**src/rtl/dmem_arb_pkg.sv**
```systemverilog
// ---------------------------------------------------------------------------
// dmem_arb_pkg
//   Shared definitions for the data-memory arbiter slice.
//   - PORT_CPU / PORT_AUX : requester indices (CPU load/store, loader/debug)
//   - NUM_PORTS           : number of requesters
//   - STG_ADDR_W/DATA_W   : widths of the pipeline stage record; the top-level
//                           ADDR_W/DATA_W parameters default to these and must
//                           stay equal to them
//   - stage_t             : one in-flight request {valid, tag, we, err, addr, wdata}
//   - addr_out_of_range() : address range check against the memory depth
// ---------------------------------------------------------------------------
package dmem_arb_pkg;

  localparam logic        PORT_CPU   = 1'b0;
  localparam logic        PORT_AUX   = 1'b1;
  localparam int unsigned NUM_PORTS  = 32'd2;
  localparam int unsigned STG_ADDR_W = 32'd5;
  localparam int unsigned STG_DATA_W = 32'd32;

  typedef struct packed {
    logic                  valid;
    logic                  tag;
    logic                  we;
    logic                  err;
    logic [STG_ADDR_W-1:0] addr;
    logic [STG_DATA_W-1:0] wdata;
  } stage_t;

  // An address at or beyond the populated depth must never reach the memory.
  function automatic logic addr_out_of_range(input logic [STG_ADDR_W-1:0] addr,
                                             input int unsigned           depth);
    logic [31:0] addr_ext;
    addr_ext = 32'(addr);
    return (addr_ext >= 32'(depth));
  endfunction

endpackage

```
**src/rtl/dmem_arbiter_if.sv**
```systemverilog
// ---------------------------------------------------------------------------
// dmem_arbiter_if
//   Requester-side bundle of the data-memory arbiter, one lane per port.
//   master : used by the requesters (drive req_*, receive req_ready / rsp_*)
//   slave  : used by dmem_arbiter
//   Signals
//     req_valid[i] / req_ready[i]   request handshake (ready is a same-cycle grant)
//     req_we[i], req_addr[i], req_wdata[i]   request payload
//     rsp_valid[i]                  one-cycle response pulse for port i
//     rsp_rdata, rsp_err            response payload, shared by both ports
// ---------------------------------------------------------------------------
interface dmem_arbiter_if
  import dmem_arb_pkg::*;
#(
  parameter int unsigned ADDR_W = STG_ADDR_W,
  parameter int unsigned DATA_W = STG_DATA_W
) ();

  logic [NUM_PORTS-1:0]             req_valid;
  logic [NUM_PORTS-1:0]             req_ready;
  logic [NUM_PORTS-1:0]             req_we;
  logic [NUM_PORTS-1:0][ADDR_W-1:0] req_addr;
  logic [NUM_PORTS-1:0][DATA_W-1:0] req_wdata;
  logic [NUM_PORTS-1:0]             rsp_valid;
  logic [DATA_W-1:0]                rsp_rdata;
  logic                             rsp_err;

  modport master (
    output req_valid, req_we, req_addr, req_wdata,
    input  req_ready, rsp_valid, rsp_rdata, rsp_err
  );

  modport slave (
    input  req_valid, req_we, req_addr, req_wdata,
    output req_ready, rsp_valid, rsp_rdata, rsp_err
  );

endinterface

```
**src/rtl/dmem_arbiter_rr_arb2.sv**
```systemverilog
// ---------------------------------------------------------------------------
// rr_arb2
//   Two-input round-robin picker, purely combinational. The last-grant state
//   lives in the instantiating module.
//   Ports
//     valid[1:0]  in   request present per port
//     last_grant  in   port granted most recently
//     fixed_prio  in   1 = port 0 always wins a tie (last_grant ignored)
//     grant[1:0]  out  one-hot grant, 0 when nothing is requested
//     grant_id    out  index of the granted port (0 when nothing is granted)
// ---------------------------------------------------------------------------
module rr_arb2
  import dmem_arb_pkg::*;
(
  input  logic [1:0] valid,
  input  logic       last_grant,
  input  logic       fixed_prio,
  output logic [1:0] grant,
  output logic       grant_id
);

  // Pick one requester; on a tie the port that was not served last wins.
  always_comb begin
    grant    = 2'b00;
    grant_id = PORT_CPU;
    case (valid)
      2'b01: begin
        grant    = 2'b01;
        grant_id = PORT_CPU;
      end
      2'b10: begin
        grant    = 2'b10;
        grant_id = PORT_AUX;
      end
      2'b11: begin
        if (fixed_prio || (last_grant == PORT_AUX)) begin
          grant    = 2'b01;
          grant_id = PORT_CPU;
        end else begin
          grant    = 2'b10;
          grant_id = PORT_AUX;
        end
      end
      default: begin
        grant    = 2'b00;
        grant_id = PORT_CPU;
      end
    endcase
  end

endmodule

```
**src/rtl/dmem_arbiter.sv**
```systemverilog
// ---------------------------------------------------------------------------
// dmem_arbiter
//   Shares a single-port data memory between the CPU load/store path (port 0)
//   and a loader/debug port (port 1). Each request is one word read or write.
//   Pipeline: accept (cycle N, combinational grant) -> issue to memory (N+1,
//   registered) -> tagged response (N+2, registered). One accept per cycle,
//   responses in acceptance order, no response backpressure.
//   Ports
//     clk        in   rising-edge clock
//     reset_n    in   asynchronous active-low reset; drops all in-flight work
//     bus        slave modport of dmem_arbiter_if (requests and responses)
//     mem_re     out  memory read enable (registered)
//     mem_we     out  memory write enable (registered)
//     mem_addr   out  memory word address (registered)
//     mem_wdata  out  memory write data (registered)
//     mem_rdata  in   memory read data, combinational from mem_addr/mem_re
//   Configuration macro
//     DMEM_ARB_FIXED_PRIO_EN : port 0 always wins a tie and no last-grant
//                              state exists; undefined selects round-robin.
// ---------------------------------------------------------------------------
module dmem_arbiter
  import dmem_arb_pkg::*;
#(
  parameter int unsigned ADDR_W = STG_ADDR_W,
  parameter int unsigned DATA_W = STG_DATA_W,
  parameter int unsigned DEPTH  = 32'd32
) (
  input  logic              clk,
  input  logic              reset_n,
  dmem_arbiter_if.slave     bus,
  output logic              mem_re,
  output logic              mem_we,
  output logic [ADDR_W-1:0] mem_addr,
  output logic [DATA_W-1:0] mem_wdata,
  input  logic [DATA_W-1:0] mem_rdata
);

  logic [1:0]        grant_s;
  logic              grant_id_s;
  logic [1:0]        req_ready_s;
  logic              accept_s;
  logic              last_grant_s;
  logic              fixed_prio_s;

  stage_t            s1_next_s;
  stage_t            s1_r;
  logic              mem_re_r;
  logic              mem_we_r;

  logic [1:0]        rsp_valid_next_s;
  logic [DATA_W-1:0] rsp_rdata_next_s;
  logic              rsp_err_next_s;
  logic [1:0]        rsp_valid_r;
  logic [DATA_W-1:0] rsp_rdata_r;
  logic              rsp_err_r;

  rr_arb2 u_rr_arb2 (
    .valid      (bus.req_valid),
    .last_grant (last_grant_s),
    .fixed_prio (fixed_prio_s),
    .grant      (grant_s),
    .grant_id   (grant_id_s)
  );

  // The grant is masked by reset so that no handshake completes while the
  // pipeline is held in reset.
  assign req_ready_s   = grant_s & {2{reset_n}};
  assign accept_s      = |req_ready_s;
  assign bus.req_ready = req_ready_s;

`ifdef DMEM_ARB_FIXED_PRIO_EN
  // Fixed priority: no tie history is needed.
  assign last_grant_s = PORT_AUX;
  assign fixed_prio_s = 1'b1;
`else
  logic last_grant_r;

  assign last_grant_s = last_grant_r;
  assign fixed_prio_s = 1'b0;

  // Remember the most recently accepted port; reset value lets port 0 win the first tie.
  always_ff @(posedge clk or negedge reset_n) begin
    if (!reset_n) begin
      last_grant_r <= PORT_AUX;
    end else if (accept_s) begin
      last_grant_r <= grant_id_s;
    end else begin
      last_grant_r <= last_grant_r;
    end
  end
`endif

  // Capture the granted request into the stage-1 record (all zero when idle).
  always_comb begin
    s1_next_s = {$bits(stage_t){1'b0}};
    if (accept_s) begin
      s1_next_s.valid = 1'b1;
      s1_next_s.tag   = grant_id_s;
      s1_next_s.we    = bus.req_we[grant_id_s];
      s1_next_s.err   = addr_out_of_range(bus.req_addr[grant_id_s], DEPTH);
      s1_next_s.addr  = bus.req_addr[grant_id_s];
      s1_next_s.wdata = bus.req_wdata[grant_id_s];
    end else begin
      s1_next_s = {$bits(stage_t){1'b0}};
    end
  end

  // Stage-1 (issue) register; enables are suppressed for out-of-range addresses.
  always_ff @(posedge clk or negedge reset_n) begin
    if (!reset_n) begin
      s1_r     <= {$bits(stage_t){1'b0}};
      mem_we_r <= 1'b0;
      mem_re_r <= 1'b0;
    end else begin
      s1_r     <= s1_next_s;
      mem_we_r <= s1_next_s.valid &  s1_next_s.we & ~s1_next_s.err;
      mem_re_r <= s1_next_s.valid & ~s1_next_s.we & ~s1_next_s.err;
    end
  end

  assign mem_re    = mem_re_r;
  assign mem_we    = mem_we_r;
  assign mem_addr  = s1_r.addr;
  assign mem_wdata = s1_r.wdata;

  // Build the response: read data only for in-range reads, zero otherwise.
  always_comb begin
    rsp_valid_next_s = 2'b00;
    rsp_rdata_next_s = {DATA_W{1'b0}};
    rsp_err_next_s   = 1'b0;
    if (s1_r.valid) begin
      rsp_valid_next_s[s1_r.tag] = 1'b1;
      rsp_err_next_s             = s1_r.err;
      if (!s1_r.we && !s1_r.err) begin
        rsp_rdata_next_s = mem_rdata;
      end else begin
        rsp_rdata_next_s = {DATA_W{1'b0}};
      end
    end else begin
      rsp_valid_next_s = 2'b00;
      rsp_rdata_next_s = {DATA_W{1'b0}};
      rsp_err_next_s   = 1'b0;
    end
  end

  // Stage-2 (response) register; rsp_valid is a single-cycle pulse per request.
  always_ff @(posedge clk or negedge reset_n) begin
    if (!reset_n) begin
      rsp_valid_r <= 2'b00;
      rsp_rdata_r <= {DATA_W{1'b0}};
      rsp_err_r   <= 1'b0;
    end else begin
      rsp_valid_r <= rsp_valid_next_s;
      rsp_rdata_r <= rsp_rdata_next_s;
      rsp_err_r   <= rsp_err_next_s;
    end
  end

  assign bus.rsp_valid = rsp_valid_r;
  assign bus.rsp_rdata = rsp_rdata_r;
  assign bus.rsp_err   = rsp_err_r;

endmodule

```
**src/flat_wrapper.sv**
```systemverilog
// flat-port wrapper written by rule: the top's interface ports become plain ports
module dmem_arbiter_flat import dmem_arb_pkg::*;
#(
  parameter int unsigned ADDR_W = STG_ADDR_W,
  parameter int unsigned DATA_W = STG_DATA_W,
  parameter int unsigned DEPTH  = 32'd32
)
  (clk, reset_n, mem_re, mem_we, mem_addr, mem_wdata, mem_rdata, bus_req_valid, bus_req_we, bus_req_addr, bus_req_wdata, bus_req_ready, bus_rsp_valid, bus_rsp_rdata, bus_rsp_err);
  dmem_arbiter_if #(.ADDR_W(ADDR_W), .DATA_W(DATA_W)) bus_i ();
  input  logic clk;
  input  logic reset_n;
  output logic mem_re;
  output logic mem_we;
  output logic [ADDR_W-1:0] mem_addr;
  output logic [DATA_W-1:0] mem_wdata;
  input  logic [DATA_W-1:0] mem_rdata;
  input wire logic [$bits(bus_i.req_valid)-1:0] bus_req_valid;
  input wire logic [$bits(bus_i.req_we)-1:0] bus_req_we;
  input wire logic [$bits(bus_i.req_addr)-1:0] bus_req_addr;
  input wire logic [$bits(bus_i.req_wdata)-1:0] bus_req_wdata;
  output wire logic [$bits(bus_i.req_ready)-1:0] bus_req_ready;
  output wire logic [$bits(bus_i.rsp_valid)-1:0] bus_rsp_valid;
  output wire logic [$bits(bus_i.rsp_rdata)-1:0] bus_rsp_rdata;
  output wire logic [$bits(bus_i.rsp_err)-1:0] bus_rsp_err;
  assign bus_i.req_valid = bus_req_valid;
  assign bus_i.req_we = bus_req_we;
  assign bus_i.req_addr = bus_req_addr;
  assign bus_i.req_wdata = bus_req_wdata;
  assign bus_req_ready = bus_i.req_ready;
  assign bus_rsp_valid = bus_i.rsp_valid;
  assign bus_rsp_rdata = bus_i.rsp_rdata;
  assign bus_rsp_err = bus_i.rsp_err;
  dmem_arbiter #(.ADDR_W(ADDR_W), .DATA_W(DATA_W), .DEPTH(DEPTH)) u_core (.clk(clk), .reset_n(reset_n), .bus(bus_i), .mem_re(mem_re), .mem_we(mem_we), .mem_addr(mem_addr), .mem_wdata(mem_wdata), .mem_rdata(mem_rdata));
endmodule
```
**config.mk**
```make
export PLATFORM = sky130hd
export DESIGN_NAME = dmem_arbiter_flat
export DESIGN_NICKNAME = d
export VERILOG_FILES = /design/src/rtl/dmem_arb_pkg.sv /design/src/rtl/dmem_arbiter_if.sv /design/src/rtl/dmem_arbiter_rr_arb2.sv /design/src/rtl/dmem_arbiter.sv /design/src/flat_wrapper.sv
export SDC_FILE = /design/constraint.sdc
export NUM_CORES = 1
export LEC_CHECK = 0
export ABC_CLOCK_PERIOD_IN_PS = 1800
export BUFFER_PORTS_ARGS = -buffer_cell sky130_fd_sc_hd__buf_4
export CAP_MARGIN = 20
export CELL_PAD_IN_SITES_DETAIL_PLACEMENT = 0
export CELL_PAD_IN_SITES_GLOBAL_PLACEMENT = 2
export CORE_ASPECT_RATIO = 0.7
export CORE_UTILIZATION = 26
export CTS_BUF_LIST = sky130_fd_sc_hd__clkbuf_4 sky130_fd_sc_hd__clkbuf_8 sky130_fd_sc_hd__clkbuf_16
export CTS_CLUSTER_SIZE = 30
export DETAILED_ROUTE_END_ITERATION = 6
export GPL_TIMING_DRIVEN = 0
export PLACE_DENSITY_LB_ADDON = 0.15
export SLEW_MARGIN = 20
export SYNTH_ARGS = -nofsm -noshare
export SYNTH_HDL_FRONTEND = slang
export SYNTH_SLANG_ARGS = --single-unit
```
**constraint.sdc**
```tcl
create_clock -name clk -period 1.8 [get_ports clk]
set_input_delay 0.45 -clock clk [delete_from_list [all_inputs] [get_ports clk]]
set_output_delay 0.45 -clock clk [all_outputs]
set_load 0.02 [all_outputs]
```
After elaboration in Yosys (flattened, before gate mapping)
Index checks and enable logic that the tools add are counted.

Muxes and demuxes: 17. Equality and inequality tests: 3. Shifts and indexed selects: 0. Bitwise logic cells: 7. Divide/modulo/power cells: 0. Reduce and logical (&&, ||, !) cells: 5. Multipliers: 0. Add/subtract/negate cells: 0. $lt $le $gt $ge: 3.

Operators by type and width (number): 2-to-1 mux 32 bit (4); 2-to-1 mux 41 bit (1); 2-to-1 mux 5 bit (2); one-hot mux 2 bit (3 select lines) (1); 2-to-1 mux 1 bit (5); bitwise AND 1 bit (4); == test 2 bit, second input constant (2); less-than comparator 1 x 2 -> 1 bit, second input constant (2); 2-to-1 mux 2 bit (2); bitwise AND 2 bit (1); == test 2 x 1 -> 1 bit, second input constant (1); logical AND 1 bit (2); zero test 1 bit (2); inverter 1 bit (2); one-hot mux 1 bit (2 select lines) (1); OR reduction 2 bit (1); demux 1 bit (select 1 bit) (1); greater-or-equal comparator 1 bit, second input constant (1).

Memories: 0. Bits of input ports: 112. Memory bits (read-only): 0. Bits in registers: 79. Latch bits: 0. Logic and storage cells: 47. RAM bits: 0. Output and inout port bits: 76.

Depth between registers and ports, before layout
Gate-level depths: netlist of run 1.

Depth in word-level cells: 8. Depth in mapped cells: 5. Gate-level depth less buffers: 2.

Hierarchy
A second synthesis of run 1 with hierarchy kept.

Cells, all modules: 250. Area, all modules: 3111.7 um^2.

By module, submodules not included: dmem_arbiter (area an instance 3083.0 um^2, cells an instance 245, instances 1, sequential area each 1903.1 um^2); rr_arb2 (area an instance 28.8 um^2, cells an instance 5, instances 1, sequential area each 0.0 um^2).

Worst setup path after synthesis of run 1
Ideal clock, no wire load.

Path type: input port to output port. Start: input reset_n. End: output bus_req_ready[1]. Path slack: 96 ps. Arrival time: 1254 ps. Stages on the path: 5. Data required time: 1350 ps. Path buffers: 3. Cell sequence: buf_2 buf_4 buf_4 inv_1 nor2_1.

Longest elaborated chain between the ends: 1.

Ends and longest elaborated chain: start: declaration (RTL line flat_wrapper.sv:11) `input logic reset_n;`; bitwise AND 2 bit (RTL line dmem_arbiter.sv:67) `assign req_ready_s = grant_s & {2{reset_n}};`; end: declaration (RTL line flat_wrapper.sv:21) `output wire logic [$bits(bus_i.req_ready)-1:0] bus_req_ready;`.

No other way between the ends.

Final worst setup path of run 1
Start: register u_core.last_grant_r. End: output bus_req_ready[1].

Longest elaborated chain between the ends: 3.

Ends and longest elaborated chain: start: declaration (RTL line dmem_arbiter.sv:76) `logic last_grant_r;`; start signal: assignment (RTL line dmem_arbiter.sv:86) `last_grant_r <= grant_id_s;`; start signal: assignment (RTL line dmem_arbiter.sv:88) `last_grant_r <= last_grant_r;`; 2-to-1 mux 2 bit (RTL line dmem_arbiter_rr_arb2.sv:36) `if (fixed_prio || (last_grant == PORT_AUX)) begin`; one-hot mux 2 bit (3 select lines) (RTL line dmem_arbiter_rr_arb2.sv:26) `case (valid)`; bitwise AND 2 bit (RTL line dmem_arbiter.sv:67).

No other way between the ends.

==> results.toml, run 1 <==
[run_status]
status = "finished with violations"
violations = "DRC"

[synthesis]
yosys.area.top_type = "dfrtp_1"
ys_ff_latch = 76
synth.distinct_cells = 19
syn-instance-count = 303
synth_edf_count = 0
async_flop_share_pct = 100
syn_area_per_cell_um2 = 11.2
synth_top_area_share_pct = 55.4
synthTopCellsByCount = "nand2_1 (77), dfrtp_1 (75), buf_4 (41)"
synth-main-ff-cell = "dfrtp_1"
synth_area_leaders = "dfrtp_1 (55%), buf_4 (9.1%), nand2_1 (8.5%)"
synth_most_common_cell = "nand2_1"
syn-num-nets = 415
yosys_warnings = 0
synth_area_mm2 = 0.00339
seq_area_frac_synth_pct = 56.2

[clock_tree]
cts_max_path_buffers = 2
path_clk_slew_ns = 0.06
clock-root-buffer = "clkbuf_16"
htreeDepth = 3
clkLatencyLatePin_ns = 0.33
cts_tree = "built"
clkSinkCount = 76
cts_made_buffers = 9

[pwr]
finalPower_w = 0.00459
irDropWorstVdd_uv = 371
powerDensity_mw_per_mm2 = 850
p_leak_nw = 2.80

[finish]
multiInputGateArea_mm2 = 0.00104
area_growth_pct = 59.6
antenna_cells = 0
fillers = 1228
final_area_mm2 = 0.00541
drive_above_1_share_pct = 55.4
final_nets = 617
register_area_mm2 = 0.00190

[drt]
wire_per_inst_um = 14.6
routed_via_density = 4.12
vias = 2766
routed_wl_um = 9790
ant_nets = 0
route.detailed.drc = 18
dr.pass1.iters = 7
first_iter_violations = 67

[setup_path]
arrival_ns = 1.30
cp-end-kind = "primary output"
regToRegSetupSlack_ns = 0.29
worstSetupStartpoint = "u_core.last_grant_r$_DFFE_PN1P_"
r2r_cells = 5
cp_slowest_cell = "dfstp_2"
slowest_delay_ns = 0.55
r2r_end = "u_core.mem_wdata[27]$_DFF_PN0_"
startpoint_type = "flop"
crit_buf_inv = 2
timing.rr.start = "u_core.last_grant_r$_DFFE_PN1P_"
crit_chain = "a21bo_4, buf_8, nor2_2, buf_4"
crit_family = "flip-flops"
path_max_fanout = 3
crit_required_ns = 1.35
path_class = "flop to primary output"

[sta]
finClkSkew_ns = 0.00513
finalCritPeriodShare_pct = 97.4
max_freq_ghz = 0.570
timing.slew.headroom_pct = 41.6
setup_viol = 0
layout_min_cycle_time_ns = 1.75
timing.final.max_slew_violations = 0
hold_viol = 0
tightest_slew_ns = 0.873
rsz0062_at_grt = "false"

[job]
drv_cap = 0

[global_route]
grt_pass1_vias = 2933
grt_pass1_wl_um = 15300
grt_antenna_before_repair = 0
grtUsageMet3_pct = 4.98
met2_usage_pct = 23.1
use_met1_pct = 19.4
grt_usage_pct = 14.8
grt_max_degree = 39
grt_overflow = 0
top_usage_layer = "met2"

[placement]
placed_cell_area_mm2 = 0.00499
globalplace.congestion = 0.699
dp_hpwl_um = 6940
portBuffers = 186

[hold_path]
hold_path_class = "input port to async pin"

[floorplanning]
core_mm2 = 0.0125
start_util_pct = 27.0
pin_count = 188
fp.dieW_um = 138
fp.dieH_um = 97.5
die_area_mm2 = 0.0135
num_rows = 34
==> registers in the layout (all words and copies together) (netlist names) <==
signal / flops
u_core.mem_re: 1
u_core.mem_we: 1
u_core.bus.rsp_valid: 2
u_core.s1_r: 2
u_core.mem_addr: 5
u_core.bus.rsp_rdata: 32
u_core.mem_wdata: 32
u_core.last_grant_r: 1
==> cell type report <==
type                       instances  share of cell area (%)
buffer                            61                    8.35
clock buffer                      11                    4.67
clock inverter                     4                   0.463
inverter                           2                   0.139
multi-input combinational        162                    19.3
sequential                        76                    35.2
tap                              162                    3.75
timing repair buffer             193                    28.1
==> cell families (layout without fill, tap and decap cells) <==
group / Yosys count / after routing / synth area share, %
and+or+nand+nor: 120 / 120 / 16.1
other: 1 / 1 / 0.111
DFF: 76 / 76 / 56.2
buffers and inverters: 65 / 271 / 13.4
AOI/OAI and AO/OA: 41 / 41 / 14.2
==> timing repair <==
action	CTS	global route
gates cloned	2	0
setup endpoints to repair	43	1
resized for setup	14	0
endpoints found under the hold margin	18	0
buffers inserted	2	2
hold buffers	1	0
pin swaps	1	1
==> worst max path at each step <==
stage          depth (start not counted)  slack [ns]          endpoint
6_report                               4        0.05  bus_req_ready[1]
3_5_place_dp                           7       -1.05  bus_req_ready[1]
3_3_place_gp                           7       -1.03  bus_req_ready[1]
2_1_floorplan                          5         0.1  bus_req_ready[1]
4_1_cts                                4       0.005  bus_req_ready[1]
5_1_grt                                4       0.006  bus_req_ready[1]
==> report_power, final <==
group	switching, W	leakage, nW	internal (W)
Sequential	0.0000352	1.00	0.00183
Clock	0.000675	0.133	0.000995
Combinational	0.000506	1.66	0.000554
Total	0.00122	2.80	0.00338
==> routing by layer <==
layer | vias up | wire, um
met4 | 0 | 82
met2 | 97 | 4410
met3 | 8 | 708
met1 | 1290 | 4580
met5 | - | 0
li1 | 1371 | -
==> stage by stage <==
step | hold WS [ns] | setup TNS [ns] | worst slack, ns | utilization (%) | instances
final | 0.0600 | 0 | 0.0463 | 43.1 | 671
after global placement | 0.406 | -23.31 | -1.03 | 39.7 | 651
after detailed placement | 0.412 | -24.24 | -1.05 | 39.7 | 651
after CTS | 0.0496 | 0 | 0.00463 | 43.0 | 669
after floorplan | 0.154 | 0 | 0.0961 | - | 303
after global routing | 0.0492 | 0 | 0.00571 | 43.1 | 671
==> layout by cell type (no fill, tap or decap), types with 7 or more instances in the layout <==
cell,Yosys,routed
and2_1,33,33
buf_2,9,7
buf_4,41,227
buf_6,6,8
clkbuf_1,7,7
clkbuf_16,0,9
dfrtp_1,75,75
nand2_1,77,77
o32ai_1,23,23
o32ai_2,16,16
Note: power is estimated with default switching activity, not from simulation.
==> inputs of run 2 (changes only) <==
CELL_PAD_IN_SITES_DETAIL_PLACEMENT = 1   (was 0)
CELL_PAD_IN_SITES_GLOBAL_PLACEMENT = 1   (was 2)
CORE_UTILIZATION = 32   (was 26)
TNS_END_PERCENT = 30   (was unset)
==> run 2 against run 1 <==
The run still ends with DRC left. Setup slack gained 0.0047 ns. Global-route usage up 4.3 points. Total power is 6.0% higher. First-iteration DRC count up 45%. Combinational power about the same. Critical path depth did not move. Register-to-register slack better by 0.02 ns. Sequential power about the same. Die area decreased by 18%. Fmax up 0.27%. Non-clock buffer count stayed put. Largest power group is now the clock network.
==> results.toml, run 2 (same netlist as run 1, synthesis figures left out) <==
[finish]
drive_above_1_share_pct = 55.1
final_area_mm2 = 0.00541
fin_util_pct = 52.4
antenna_cells = 0
final_cell_mix = "buf_4 (228), nand2_1 (77), dfrtp_1 (75)"
fillers = 1145
final_nets = 617
final_common_cell = "buf_4"
area_growth_pct = 59.6

[setup_path]
slowest_delay_ns = 0.55
startpoint_type = "flop"
path_max_fanout = 3
crit_family = "flip-flops"
crit_buf_inv = 2
cp_slowest_cell = "dfstp_2"
crit_required_ns = 1.35
crit_chain = "a21bo_4, buf_8, nor2_1, buf_4"
cp-end-kind = "primary output"
path_class = "flop to primary output"
arrival_ns = 1.30

[drt]
wire_per_inst_um = 15.8
routed_via_density = 4.53
vias = 2909
route.detailed.drc = 20
dr.pass1.iters = 7
first_iter_violations = 97
routed_wl_um = 10200
ant_nets = 0

[global_route]
grt_usage_pct = 19.1
grt_max_degree = 39
grt_overflow = 0
grt_antenna_before_repair = 0
grt_pass1_wl_um = 15800
grt_pass1_vias = 2998

[sta]
timing.slew.headroom_pct = 38.9
finClkSkew_ns = 0.00513
rsz0062_at_grt = "false"
setup_tns_ns = 0
max_freq_ghz = 0.572
hold_viol = 0
finalCritPeriodShare_pct = 97.2
timing.final.max_slew_violations = 0
fin_ws_ns = 0.0510
layout_min_cycle_time_ns = 1.75
setup_viol = 0
tightest_slew_ns = 0.914

[floorplanning]
fp.dieW_um = 125
pin_count = 188
core_mm2 = 0.0103
num_rows = 31
die_area_mm2 = 0.0110
fp.dieH_um = 88.1
start_util_pct = 32.8

[placement]
dp_hpwl_um = 7200
place_ws_ns = -1.06
placed_cell_area_mm2 = 0.00495
globalplace.congestion = 0.681
portBuffers = 186

[run_status]
violations = "DRC"
status = "finished with violations"

[clock_tree]
clkSinkCount = 76
clkLatencyLatePin_ns = 0.33
cts_max_path_buffers = 2
path_clk_slew_ns = 0.06
cts_tree = "built"
htreeDepth = 3
clock-root-buffer = "clkbuf_16"
cts_made_buffers = 9

[pwr]
irDropWorstVdd_uv = 438
p_leak_nw = 2.83
powerDensity_mw_per_mm2 = 901

[hold_path]
hold_path_class = "input port to async pin"

[job]
drv_cap = 0
-- run 2: cell types whose count changed in the layout (fill, tap and decap cells not counted) --
cell / delta
inv_6: +1
buf_4: +1
nor2_2: -2
clkinv_4: +1
clkbuf_8: -2
clkinvlp_4: -2
bufinv_16: +2
buf_8: +1
buf_6: -2
clkbuf_4: +1
nor2_1: +2
-- run 2: power by group --
part	total [W]	switching, W	internal (W)
sequential	0.00186	0.0000354	0.00183
combinational	0.00106	0.000509	0.000554
clock	0.00195	0.000714	0.00123
total	0.00487	0.00126	0.00361
-- run 2: layout make-up --
cell class	count	area [um2]	area share, %
Inverter	2	7.51	0.139
Multi-Input combinational cell	162	1040	19.2
Clock buffer	10	233	4.30
Sequential cell	76	1900	35.2
Clock inverter	6	87.6	1.62
Buffer	61	452	8.35
Timing Repair Buffer	193	1520	28.1
Tap cell	132	165	3.05
-- run 2: what timing repair did --
item,CTS,global route
endpoints found under the hold margin,18,0
pin swaps,0,1
gates cloned,2,0
gates resized for setup,12,0
hold buffers,1,0
setup buffers,2,2
setup endpoints to repair,43,1
-- run 2: path summary, 6_finish.rpt --
| kind | cells past startpoint | slack, ns | start | endpoint |
|---|---|---|---|---|
| max in group asynchronous | 2 | 0.43 | reset_n | u_core.mem_wdata[29]$_DFF_PN0_ |
| min reg2reg | 1 | 0.42 | u_core.s1_r[39]$_DFF_PN0_ | u_core.bus.rsp_valid[0]$_DFF_PN0_ |
| max reg2reg | 5 | 0.31 | u_core.last_grant_r$_DFFE_PN1P_ | u_core.mem_wdata[14]$_DFF_PN0_ |
| min in group clk | 2 | 0.32 | mem_rdata[19] | u_core.bus.rsp_rdata[19]$_DFF_PN0_ |
| min | 1 | 0.06 | reset_n | u_core.last_grant_r$_DFFE_PN1P_ |
| max | 4 | 0.05 | u_core.last_grant_r$_DFFE_PN1P_ | bus_req_ready[1] |
-- run 2: routing by layer --
metal / wire [um] / GRT usage (%) / part of all wire (%) / vias up
met2: 5000 / 32.7 / 49 / 102
met3: 660 / 5.44 / 6.5 / 10
li1: - / - / - / 1381
met4: 140 / 6.43 / 1.4 / 0
met1: 4370 / 23.4 / 43 / 1416
met5: 0 / 0 / 0 / -
-- run 2: stage by stage --
| step | total power [W] | std cells | hold WS (ns) |
|---|---|---|---|
| detailed placement | 0.00292 | 621 | 0.416 |
| CTS | 0.00494 | 640 | 0.0484 |
| global route | 0.00508 | 642 | 0.0488 |
| floorplan | 0.00243 | 303 | 0.154 |
| finish | 0.00487 | 642 | 0.0617 |
| global placement | 0.00290 | 621 | 0.404 |
==> inputs of run 3 (changes only) <==
SYNTH_HIERARCHICAL = 1   (was unset)
TNS_END_PERCENT = unset   (was 30)
==> run 3 against run 2 <==
The run ends with setup timing left. Sequential power about the same. Critical path depth did not move. Clock power shrank 14%. Synthesized area fell by 8.2%. Routed wire length is 20% lower. Clock skew hardly changed. Cell area fell by 7.3%. Global-route usage is 2.1 points lower. First-iteration DRC count is 8.2% lower. Critical path type unchanged. Largest power group is now sequential cells.
==> results.toml, run 3 <==
[pwr]
powerDensity_mw_per_mm2 = 884
p_int_w = 0.00330
pwr-share-clk_pct = 37.6
p_seq_share_pct = 41.9
p_leak_nw = 2.75
irDropWorstVdd_uv = 407
switching_share_pct = 25.5
combPwrFrac_pct = 20.5
p_sw_w = 0.00113

[sta]
holdWs_ns = 0.0328
finClkSkew_ns = 0.00546
setup_viol = 1
timing.final.max_slew_violations = 0
layout_min_cycle_time_ns = 1.80
max_freq_ghz = 0.555
rsz0062_at_grt = "true"
hold_viol = 0
fin_ws_ns = -0.00264
finalCritPeriodShare_pct = 100

[finish]
final_nets = 564
final_cell_mix = "buf_4 (227), dfrtp_1 (75), mux2i_1 (38), nor2_1 (38), and2_1 (37)"
drive_above_1_share_pct = 57.8
area_growth_pct = 61.0
final_common_cell = "buf_4"
final_area_mm2 = 0.00501
antenna_cells = 0

[synthesis]
syn_area_per_cell_um2 = 12.4
synth_edf_count = 0
syn-instance-count = 250
yosys.area.top_type = "dfrtp_1"
synth-main-ff-cell = "dfrtp_1"
async_flop_share_pct = 100
synth_area_mm2 = 0.00311
yosys_warnings = 6
synth.distinct_cells = 16
synthTopCellsByCount = "dfrtp_1 (75), buf_4 (41), and2_1 (39), nor2_1 (39), mux2i_1 (38)"
ys_ff_latch = 76
synth_top_area_share_pct = 60.3
seq_area_frac_synth_pct = 61.2
synth_most_common_cell = "dfrtp_1"
synth_area_leaders = "dfrtp_1 (60%), mux2i_1 (12%), buf_4 (9.9%)"

[floorplanning]
start_util_pct = 33.6
fp.dieH_um = 84.5
fp.dieW_um = 120
die_area_mm2 = 0.0101
pin_count = 188
core_mm2 = 0.00925
num_rows = 29

[hold_path]
hold_path_class = "input port to async pin"

[drt]
first_iter_violations = 89
vias = 2384
dr.pass1.iters = 4
routed_wl_um = 8160
route.detailed.drc = 0
ant_nets = 0
routed_via_density = 4.10
wire_per_inst_um = 14.0

[placement]
dp_hpwl_um = 6200
globalplace.congestion = 0.695
placed_cell_area_mm2 = 0.00467
portBuffers = 186

[setup_path]
regToRegSetupSlack_ns = 0.16
crit_family = "flip-flops"
arrival_ns = 1.35
crit_buf_inv = 1
path_class = "flop to primary output"
startpoint_type = "flop"
cp-end-kind = "primary output"
path_max_fanout = 3
crit_required_ns = 1.35
slowest_delay_ns = 0.56
cp_slowest_cell = "dfstp_2"
crit_chain = "nor2_2, a21boi_2, and2_1, buf_6"

[clock_tree]
cts_max_path_buffers = 2
clkLatencyLatePin_ns = 0.32
cts_tree = "built"
holdBufCountCts = 0
htreeDepth = 3
path_clk_slew_ns = 0.06
cts_made_buffers = 9
clock-root-buffer = "clkbuf_16"
clkSinkCount = 76

[run_status]
violations = "setup timing"
status = "finished with violations"

[job]
drv_cap = 0

[global_route]
grt_antenna_before_repair = 0
grt_overflow = 0
grt_max_degree = 80
grt_usage_pct = 17.0
grt_pass1_vias = 2660
grt_pass1_wl_um = 13100
==> run 3: changes by cell type in the layout (fill, tap and decap cells not counted), sizes merged, moves of 5 or more <==
cell	change
buf	-5
mux2i	+38
o32ai	-39
and2	+6
clkbuf	-6
nor2	+34
nand2	-77
==> run 3: what timing repair did <==
action	in CTS	in global routing
resized for setup	8	3
cloned	0	0
setup endpoints to repair	2	2
buffers inserted	2	1
pin swaps	2	3
==> run 3: power by group through the flow <==
stage | Clock (W) | Combinational [W] | Sequential [W]
6_report | 0.00167 | 0.000907 | 0.00186
5_1_grt | 0.00180 | 0.000981 | 0.00187
4_1_cts | 0.00173 | 0.000918 | 0.00186
3_5_place_dp | 0 | 0.000901 | 0.00189
3_3_place_gp | 0 | 0.000883 | 0.00188
2_1_floorplan | 0 | 0.000389 | 0.00194
==> run 3: logic make-up after synthesis <==
| family | synth area share (%) |
|---|---|
| simple gates | 13.0 |
| flops | 61.2 |
| buf+inv | 12.5 |
| mux | 12.6 |
| compound gates | 0.684 |
| other cells | 0.121 |
==> run 3: area by class of cell <==
type,count,area [um2]
timing repair buffer,189,1440
fill,1027,4240
inverter,1,3.75
tap,124,155
multi-input combinational,125,843
clock buffer,11,246
sequential,76,1900
buffer,50,384
clock inverter,5,36.3
==> run 3: worst reg2reg max path, stage by stage, from the launching register on <==
cell and delay [ns]:
dfstp_2 0.56, o21ai_2 0.06, and2_4 0.13, buf_4 0.13
o21ai_2 0.20, buf_4 0.24, buf_6 0.16, nor2_1 0.06
==> run 3: stage by stage <==
| step | instances | utilization (%) | setup slack (ns) | power [W] | setup TNS (ns) |
|---|---|---|---|---|---|
| after floorplan | 252 | - | 0.290 | 0.00233 | 0 |
| after global placement | 562 | 50.5 | -0.308 | 0.00276 | -8.62 |
| after detailed placement | 562 | 50.5 | -0.313 | 0.00279 | -8.49 |
| after CTS | 580 | 54.0 | 0.000891 | 0.00451 | 0 |
| after global routing | 581 | 54.2 | -0.0736 | 0.00465 | -0.113 |
| final | 581 | 54.2 | -0.00264 | 0.00443 | -0.00264 |
==> run 3: metal layers <==
layer / share of wire, % / global-route usage [%] / vias to the layer above
li1: - / - / 1150
met1: 41 / 19.4 / 1110
met2: 49 / 29.9 / 119
met3: 9.5 / 6.59 / 5
met4: 0.65 / 4.09 / 0
met5: 0 / 0 / -
==> run 3: worst paths after layout <==
| kind | startpoint | end | depth (start not counted) |
|---|---|---|---|
| max reg2reg | u_core/last_grant_r$_DFFE_PN1P_ | u_core/mem_addr[0]$_DFF_PN0_ | 7 |
| max in group asynchronous | reset_n | u_core/last_grant_r$_DFFE_PN1P_ | 1 |
| min | reset_n | u_core/mem_wdata[17]$_DFF_PN0_ | 1 |
| min in group clk | mem_rdata[31] | u_core/bus.rsp_rdata[31]$_DFF_PN0_ | 2 |
| min reg2reg | u_core/s1_r[39]$_DFF_PN0_ | u_core/bus.rsp_valid[0]$_DFF_PN0_ | 1 |
| max | u_core/last_grant_r$_DFFE_PN1P_ | bus_req_ready[0] | 4 |
